<file path="config.mk">
export PLATFORM = sky130hd
export DESIGN_NAME = rptr_empty_ctrl_flat
export DESIGN_NICKNAME = d
export VERILOG_FILES = /design/src/rtl/rptr_empty_ctrl_pkg.sv /design/src/rtl/rptr_empty_ctrl_if.sv /design/src/rtl/rptr_empty_ctrl_gray2bin.sv /design/src/rtl/rptr_empty_ctrl.sv /design/src/flat_wrapper.sv
export SDC_FILE = /design/constraint.sdc
export NUM_CORES = 1
export LEC_CHECK = 0
export CORE_MARGIN = 5
export CORE_UTILIZATION = 43
export DETAILED_ROUTE_END_ITERATION = 8
export GPL_TIMING_DRIVEN = 0
export PLACE_DENSITY_LB_ADDON = 0.25
export SLEW_MARGIN = 5
export SYNTH_ARGS = -nofsm -noshare
export SYNTH_HDL_FRONTEND = slang
export SYNTH_SLANG_ARGS = --single-unit
</file>
<file path="constraint.sdc">
create_clock -name rclk -period 2.5 [get_ports rclk]
set_input_delay 0.75 -clock rclk [delete_from_list [all_inputs] [get_ports rclk]]
set_output_delay 0.75 -clock rclk [all_outputs]
set_load 0.05 [all_outputs]
</file>
<file path="src/rtl/rptr_empty_ctrl_pkg.sv">
`default_nettype none
// ============================================================================
// Package     : async_fifo_pkg
// Description : Shared async-FIFO helpers: pointer-width helper and
//               Gray/binary conversions on zero-extended values.
// Revision    : 1.0 - initial release
// ============================================================================
package async_fifo_pkg;

    localparam int GRAY_MAX_W       = 32;
    localparam int ADDRSIZE_DEFAULT = 4;
    localparam int PTR_W_DEFAULT    = ADDRSIZE_DEFAULT + 1;

    // Pointers carry one extra wrap bit above the RAM address.
    function automatic int ptr_w(input int addrsize);
        return addrsize + 1;
    endfunction

    // Both conversions are width-agnostic when the operand is zero-extended,
    // so callers pass any width up to GRAY_MAX_W and slice the result.
    function automatic logic [GRAY_MAX_W-1:0] bin2gray(input logic [GRAY_MAX_W-1:0] b);
        return (b >> 1) ^ b;
    endfunction

    function automatic logic [GRAY_MAX_W-1:0] gray2bin(input logic [GRAY_MAX_W-1:0] g);
        logic [GRAY_MAX_W-1:0] b;
        b[GRAY_MAX_W-1] = g[GRAY_MAX_W-1];
        for (int i = GRAY_MAX_W - 2; i >= 0; i--) begin
            b[i] = b[i+1] ^ g[i];
        end
        return b;
    endfunction

endpackage : async_fifo_pkg
`default_nettype wire

</file>
<file path="src/rtl/rptr_empty_ctrl_if.sv">
`default_nettype none
// ============================================================================
// Interface   : rptr_empty_ctrl_if
// Description : Read-side FIFO bundle between the reader and the read-pointer
//               controller. arempty exists only with RPTR_AEMPTY_EN defined.
// Revision    : 1.0 - initial release
// ============================================================================
interface rptr_empty_ctrl_if #(
    parameter int ADDRSIZE = 4
);
    import async_fifo_pkg::*;

    localparam int PW = ptr_w(ADDRSIZE);

    logic                rinc;
    logic [PW-1:0]       rq2_wptr;
    logic [ADDRSIZE-1:0] raddr;
    logic [PW-1:0]       rptr;
    logic                rempty;
    logic [PW-1:0]       rlevel;
`ifdef RPTR_AEMPTY_EN
    logic                arempty;
`endif

    modport master (
        output rinc, rq2_wptr,
        input  raddr, rptr, rempty, rlevel
`ifdef RPTR_AEMPTY_EN
        , input arempty
`endif
    );

    modport slave (
        input  rinc, rq2_wptr,
        output raddr, rptr, rempty, rlevel
`ifdef RPTR_AEMPTY_EN
        , output arempty
`endif
    );

endinterface : rptr_empty_ctrl_if
`default_nettype wire

</file>
<file path="src/rtl/rptr_empty_ctrl_gray2bin.sv">
`default_nettype none
// ============================================================================
// Module      : gray2bin_conv
// Description : Combinational Gray-to-binary converter (XOR prefix from MSB).
// Revision    : 1.0 - initial release
// ============================================================================
module gray2bin_conv
    import async_fifo_pkg::*;
#(
    parameter int WIDTH = PTR_W_DEFAULT
) (
    input  logic [WIDTH-1:0] i_gray,
    output logic [WIDTH-1:0] o_bin
);

    for (genvar i = 0; i < WIDTH; i++) begin : g_bit
        assign o_bin[i] = ^i_gray[WIDTH-1:i];
    end

endmodule : gray2bin_conv
`default_nettype wire

</file>
<file path="src/rtl/rptr_empty_ctrl.sv">
`default_nettype none
// ============================================================================
// Module      : rptr_empty_ctrl
// Description : Read-domain pointer, empty flag and fill-level controller for
//               the async FIFO. Optional almost-empty flag: RPTR_AEMPTY_EN.
// Revision    : 1.0 - initial release
// ============================================================================
module rptr_empty_ctrl
    import async_fifo_pkg::*;
#(
    parameter int ADDRSIZE      = 4,
    parameter int AEMPTY_THRESH = 2
) (
    input  logic             rclk,
    input  logic             rrst_n,
    rptr_empty_ctrl_if.slave rif
);

    localparam int PW = ptr_w(ADDRSIZE);

    logic [PW-1:0] rbin_q,   rbin_d;
    logic [PW-1:0] rptr_q,   rptr_d;
    logic [PW-1:0] rlevel_q, rlevel_d;
    logic          rempty_q, rempty_d;
    logic          w_rpop;
    logic [PW-1:0] w_wbin;
`ifdef RPTR_AEMPTY_EN
    logic          arempty_q, arempty_d;
`endif

    gray2bin_conv #(
        .WIDTH (PW)
    ) u_wptr_g2b (
        .i_gray (rif.rq2_wptr),
        .o_bin  (w_wbin)
    );

    // Flags are computed from the post-pop pointer so the last pop raises
    // empty on the very next edge.
    always_comb begin
        w_rpop   = rif.rinc & ~rempty_q;
        rbin_d   = rbin_q + {{(PW-1){1'b0}}, w_rpop};
        rptr_d   = (rbin_d >> 1) ^ rbin_d;
        rempty_d = (rptr_d == rif.rq2_wptr);
        rlevel_d = w_wbin - rbin_d;
`ifdef RPTR_AEMPTY_EN
        arempty_d = (rlevel_d <= PW'(AEMPTY_THRESH));
`endif
    end

    always_ff @(posedge rclk or negedge rrst_n) begin
        if (!rrst_n) begin
            rbin_q   <= '0;
            rptr_q   <= '0;
            rempty_q <= 1'b1;
            rlevel_q <= '0;
        end else begin
            rbin_q   <= rbin_d;
            rptr_q   <= rptr_d;
            rempty_q <= rempty_d;
            rlevel_q <= rlevel_d;
        end
    end

`ifdef RPTR_AEMPTY_EN
    always_ff @(posedge rclk or negedge rrst_n) begin
        if (!rrst_n) begin
            arempty_q <= 1'b1;
        end else begin
            arempty_q <= arempty_d;
        end
    end

    assign rif.arempty = arempty_q;
`endif

    assign rif.raddr  = rbin_q[ADDRSIZE-1:0];
    assign rif.rptr   = rptr_q;
    assign rif.rempty = rempty_q;
    assign rif.rlevel = rlevel_q;

    a_rptr_gray_step: assert property (
        @(posedge rclk) disable iff (!rrst_n)
        $onehot0(rptr_q ^ $past(rptr_q))
    );

    a_no_advance_when_empty: assert property (
        @(posedge rclk) disable iff (!rrst_n)
        rempty_q |=> (rbin_q[ADDRSIZE-1:0] == $past(rbin_q[ADDRSIZE-1:0]))
    );

endmodule : rptr_empty_ctrl
`default_nettype wire

</file>
<file path="src/flat_wrapper.sv">
// flat-port wrapper written by rule: the top's interface ports become plain ports
module rptr_empty_ctrl_flat import async_fifo_pkg::*;
#(
    parameter int ADDRSIZE      = 4,
    parameter int AEMPTY_THRESH = 2
)
  (rclk, rrst_n, rif_rinc, rif_rq2_wptr, rif_raddr, rif_rptr, rif_rempty, rif_rlevel);
  rptr_empty_ctrl_if #(.ADDRSIZE(ADDRSIZE)) rif_i ();
  input  logic rclk;
  input  logic rrst_n;
  input wire logic [$bits(rif_i.rinc)-1:0] rif_rinc;
  input wire logic [$bits(rif_i.rq2_wptr)-1:0] rif_rq2_wptr;
  output wire logic [$bits(rif_i.raddr)-1:0] rif_raddr;
  output wire logic [$bits(rif_i.rptr)-1:0] rif_rptr;
  output wire logic [$bits(rif_i.rempty)-1:0] rif_rempty;
  output wire logic [$bits(rif_i.rlevel)-1:0] rif_rlevel;
  assign rif_i.rinc = rif_rinc;
  assign rif_i.rq2_wptr = rif_rq2_wptr;
  assign rif_raddr = rif_i.raddr;
  assign rif_rptr = rif_i.rptr;
  assign rif_rempty = rif_i.rempty;
  assign rif_rlevel = rif_i.rlevel;
  rptr_empty_ctrl #(.ADDRSIZE(ADDRSIZE), .AEMPTY_THRESH(AEMPTY_THRESH)) u_core (.rclk(rclk), .rrst_n(rrst_n), .rif(rif_i));
endmodule
</file>
==> results.json, run 1 <==
{
  "outcome": "finished with violations",
  "violations": "negative setup slack",
  "grt_pass1_vias": 607,
  "crit_buf_inv": 2,
  "period_minus_slack_ps": 2630,
  "syn-cell-area_um2": 813,
  "routed.top_layer": "met4",
  "crit_chain": "buf_12, xor2_4, xnor2_4, xnor2_2, xnor2_1, ha_2, inv_2, fa_2, nand2_1, nor2_1, a211o_1, xor2_1",
  "cpPeakStageDelay_ps": 420,
  "antenna_left": 0,
  "setup_tns_ps": -141,
  "track_usage_pct": 14.4,
  "cpLargestDelayFamily": "XOR/XNOR gates",
  "setup_ws_ps": -127,
  "syn-num-nets": 78,
  "cp_slowest_cell": "fa_2",
  "wl_met2_mm": 1.07,
  "antenna_found_initial": 0,
  "antenna_cells": 0,
  "fin_util_pct": 77.0,
  "route.detailed.drc": 0,
  "routed-wl-met3_um": 77,
  "finalHoldViolations": 0,
  "clock_latency_ps": 280,
  "yosysTopAreaCell": "dfrtp_1",
  "clkTransAtPathRegs_ps": 80,
  "syn_to_final_growth_pct": 67.1,
  "hold_class": "reg2reg",
  "cp-startpoint": "rif_rq2_wptr[3]",
  "grt_pass1_wl_mm": 2.82,
  "regToRegStartpoint": "u_core.rif.rempty",
  "first_iter_violations": 9,
  "cts_buffer_depth": 2,
  "port_buffers": 22,
  "start_kind": "input pin",
  "wl_mm": 1.91,
  "timing.slew.headroom_pct": 55.6,
  "clock_sinks": 15,
  "routed-via-count": 620,
  "gp_congestion": 0.725,
  "hold_buffers": 0,
  "rsz0062_at_grt": "true",
  "crit_type": "in2reg",
  "cts_tree": "done",
  "grt_max_degree": 16,
  "path_max_fanout": 4,
  "htreeDepth": 1,
  "setup_viol": 2,
  "fill_cells": 117,
  "maxSlewViolCount": 0,
  "viasPerCell": 4.73,
  "avgSynthCellArea_um2": 12.5,
  "numCtsBuffers": 3,
  "crit_path_end_kind": "flop",
  "core_area_um2": 1760,
  "required_ps": 2660,
  "worstPathArrival_ps": 2790,
  "drt_pass1_iterations": 4,
  "die_area_um2": 2860,
  "max_freq_ghz": 0.381,
  "dp_hpwl_mm": 1.11,
  "drive_above_1_share_pct": 37.7,
  "seq_area_frac_synth_pct": 46.3,
  "synth_top_area_share_pct": 43.1,
  "cap_violations": 0,
  "post_synth_inst_count": 65,
  "yosysWarnings": 0,
  "yosys-top-cells-area": "dfrtp_1, xnor2_1, ha_1, xnor2_2, xor2_2",
  "skew_ps": 4.57,
  "min-delay-start": "u_core.rbin_q[1]",
  "drt-met1-wl_um": 732,
  "rows": 15,
  "initial_core_util_pct": 46.1,
  "wl_per_cell_um": 14.6,
  "hold_ws_ps": 637,
  "period_share_pct": 105,
  "grt.overflow.total": 0,
  "yosysUniqueCellTypes": 26,
  "synth-seq-cells": 15,
  "die_width_um": 53.5,
  "io_pins": 23,
  "nets": 120,
  "tightestPinTransition_ps": 664,
  "cts_root_buffer": "clkbuf_4",
  "fp.dieH_um": 53.5
}
## placed cells by master, fill, tap and decap left out, types with 2 or more instances in the layout
master           Yosys  final
inv_1                6      3
ha_1                 4      2
dfrtp_1             14     14
xnor2_4              0      4
clkdlybuf4s50_1      0     17
xor2_4               0      2
buf_4                0     14
xnor2_1             13     11
a211o_1              2      2
inv_2                0      3
buf_12               0      3
xor2_1               2      2
clkbuf_4             0      3
## layout make-up
| cell class | instances | area (um2) | share of cell area [%] |
|---|---|---|---|
| multi-input combinational | 44 | 534 | 39.3 |
| sequential | 15 | 377 | 27.7 |
| timing repair buffer | 37 | 368 | 27.1 |
| tap | 25 | 31.3 | 2.30 |
| clock buffer | 4 | 26.3 | 1.93 |
| inverter | 6 | 22.5 | 1.66 |
## through the flow
stage          cells  setup slack [ps]  area (um2)
5_1_grt          131              -163        1360
3_5_place_dp     112             -1080        1100
6_report         131              -127        1360
3_3_place_gp     112             -1020        1100
2_1_floorplan     65              -267         848
4_1_cts          124             -61.0        1260
## what timing repair did
item	CTS	global route
endpoints found under the setup margin	5	4
endpoints found under the hold margin	0	0
buffers inserted	8	7
pin swaps	11	11
resized for setup	28	8
## logic make-up after synthesis
family	after synthesis	synth area share, %
buffers and inverters	6	2.77
xor gates and xnor gates	20	26.2
adders and majority gates	6	9.85
DFF	15	46.3
and+or+nand+nor	12	9.69
AOI/OAI and AO/OA	6	5.23
## path summary, 6_finish.rpt
path / end / slack (ps) / depth (start not counted)
max in group asynchronous: u_core.rif.rlevel[3] / 1200 / 1
min: u_core.rbin_q[1] / 640 / 1
max reg2reg: u_core.rif.rlevel[4] / 250 / 8
min in group asynchronous: u_core.rif.rptr[2] / 870 / 1
min reg2reg: u_core.rbin_q[1] / 640 / 1
max: u_core.rif.rlevel[4] / -130 / 12
## state kept, by name, summed over array words and instances, names as in the netlist
name / flops
u_core.rbin_q: 5
u_core.rif.rempty: 1
u_core.rif.rlevel: 5
u_core.rif.rptr: 4
## synth_stat cells, drive strengths merged
library cell  count
inv               6
ha                4
nor3              1
dfstp             1
or3b              1
xor2              4
or3               1
fa                1
a211o             2
a22oi             1
a21oi             2
o211ai            1
nand3b            1
and3b             1
nor2b             1
nand3             2
xnor2            16
dfrtp            14
maj3              1
nor2              1
nand2             1
and3              2
## routing by layer
layer / track usage, % / up-vias
met5: 0 / -
met4: 10.2 / 0
met2: 25.1 / 17
met1: 15.8 / 300
met3: 1.69 / 4
li1: - / 299
## worst register-to-register path, cell delays in order, from the launching register on
cell	delay, ps
dfstp_2	570
and3b_2	240
ha_4	300
inv_1	90
fa_2	390
nand2_1	80
nor2_1	40
a211o_1	270
xor2_1	150
Power of run 1 is not shown: default switching activity piles up to over one toggle a cycle in this logic, so the estimate is an artifact.
==> inputs of run 2 (changes only) <==
Settings changed: CAP_MARGIN set to 20.
==> results of run 2 <==
Same layout as run 1: the final DEF is identical, and so are final timing and power.
Power of run 2 is left out for the same reason.
==> inputs of run 3 (changes only) <==
Settings changed: RECOVER_POWER set to 100.
==> run 3 against run 2 <==
Compared with the run above:
- the run still ends with negative setup slack left
- global-route usage unchanged
- highest routed layer unchanged
- non-clock buffer count unchanged
- first-iteration DRC count unchanged
- die area unchanged
- flip-flop and latch count unchanged
- critical path type unchanged
- worst hold slack improved by 30 ps
==> results.json, run 3 (same netlist as run 1, synthesis figures left out) <==
{
  "drt_pass1_iterations": 4,
  "finalHoldViolations": 0,
  "cp_slowest_cell": "fa_2",
  "most-common-layout-cells": "clkdlybuf4s50_1, dfrtp_1, buf_4",
  "tightestPinTransition_ps": 677,
  "timing.slew.headroom_pct": 54.7,
  "maxSlewViolCount": 0,
  "io_pins": 23,
  "final_common_cell": "clkdlybuf4s50_1",
  "period_share_pct": 105,
  "period_minus_slack_ps": 2620,
  "cts_tree": "done",
  "ff_latch_area_um2": 377,
  "cts_buffer_depth": 2,
  "nets": 120,
  "numCtsBuffers": 3,
  "fp.dieH_um": 53.5,
  "initial_core_util_pct": 46.1,
  "outcome": "finished with violations",
  "grt_max_degree": 16,
  "rows": 15,
  "first_iter_violations": 9,
  "min-delay-start": "u_core.rbin_q[1]",
  "regToRegStartpoint": "u_core.rif.rempty",
  "path_max_fanout": 4,
  "clock_latency_ps": 280,
  "r2r_slack_ps": 190,
  "routed-via-count": 628,
  "setup_viol": 2,
  "antenna_cells": 0,
  "cts_root_buffer": "clkbuf_4",
  "antenna_found_initial": 0,
  "grt.overflow.total": 0,
  "required_ps": 2660,
  "fill_cells": 128,
  "crit_chain": "buf_12, xor2_4, xnor2_4, xnor2_2, xnor2_1, ha_2, inv_2, fa_2, nand2_1, nor2_1, a211o_1, xor2_1",
  "start_kind": "input pin",
  "cpPeakStageDelay_ps": 420,
  "dp_hpwl_mm": 1.11,
  "crit_type": "in2reg",
  "cap_violations": 0,
  "violations": "negative setup slack",
  "gp_congestion": 0.725,
  "final_cells": 131,
  "grt_pass1_vias": 607,
  "wl_per_cell_um": 14.5,
  "grt_pass1_wl_mm": 2.82,
  "clkTransAtPathRegs_ps": 90,
  "crit_path_end_kind": "flop",
  "drive_above_1_share_pct": 31.1,
  "dp.cells": 112,
  "hold_class": "reg2reg",
  "wl_mm": 1.90,
  "die_area_um2": 2860,
  "skew_ps": 5.68,
  "rsz0062_at_grt": "true",
  "worstPathArrival_ps": 2780,
  "htreeDepth": 1,
  "viasPerCell": 4.79,
  "core_area_um2": 1760,
  "multiInputGateArea_um2": 502,
  "max_freq_ghz": 0.382,
  "r2r_end": "u_core.rif.rlevel[4]",
  "min_to": "u_core.rbin_q[1]",
  "route.detailed.drc": 0,
  "worstHoldPathCells": 1,
  "port_buffers": 22,
  "track_usage_pct": 14.4,
  "setup_ws_ps": -120,
  "antenna_left": 0,
  "syn_to_final_growth_pct": 59.8,
  "rr_worst_depth": 8,
  "die_width_um": 53.5,
  "fin_util_pct": 73.7,
  "clock_sinks": 15
}
## run 3: how the worst max path moves through the flow
stage	to	slack, ps	cells past startpoint	start
floorplan	u_core.rif.rlevel[4]	-270	11	rif_rq2_wptr[3]
global placement	u_core.rif.rlevel[4]	-1020	12	rif_rq2_wptr[4]
detailed placement	u_core.rif.rlevel[4]	-1080	12	rif_rq2_wptr[4]
CTS	u_core.rif.rlevel[4]	-60	12	rif_rq2_wptr[4]
global route	u_core.rif.rlevel[4]	-160	12	rif_rq2_wptr[3]
finish	u_core.rif.rlevel[4]	-120	12	rif_rq2_wptr[3]
## run 3: stage by stage
stage / setup slack (ps) / setup TNS (ps) / cell area, um2 / hold WS [ps]
floorplan: -267 / -294 / 848 / 454
global placement: -1020 / -3470 / 1100 / 587
detailed placement: -1080 / -3740 / 1100 / 601
CTS: -61.0 / -61.0 / 1260 / 628
global route: -163 / -248 / 1300 / 713
finish: -120 / -128 / 1300 / 667
## run 3: routing by layer
metal | GRT usage [%] | vias up | part of all wire (%)
met2 | 25.1 | 17 | 56
met4 | 10.2 | 0 | 2.2
met1 | 15.8 | 306 | 38
met3 | 1.69 | 4 | 3.5
met5 | 0 | - | 0
li1 | - | 301 | -
## run 3: area by class of cell
class                   instances  share of cell area, %
clock buffers                   4                   2.02
inverters                       6                   1.73
multi-input cells              44                   38.6
flip-flops and latches         15                   29.0
well taps                      25                   2.41
repair buffers                 37                   26.3
## run 3: repair_timing
| action | CTS | global route |
|---|---|---|
| hold buffers | 0 | 0 |
| pin swaps | 11 | 11 |
| gates resized for setup | 28 | 8 |
| endpoints found under the setup margin | 5 | 4 |
| buffers inserted | 8 | 7 |
## run 3: critical path, delay by kind of cell
family                     cells  cell delay [ps]
AOI/OAI and AO/OA              1              270
xor gates and xnor gates       5              850
buffers and inverters          2              160
adders and majority gates      2              630
and+or+nand+nor                2              110
Power of run 3 is left out for the same reason.
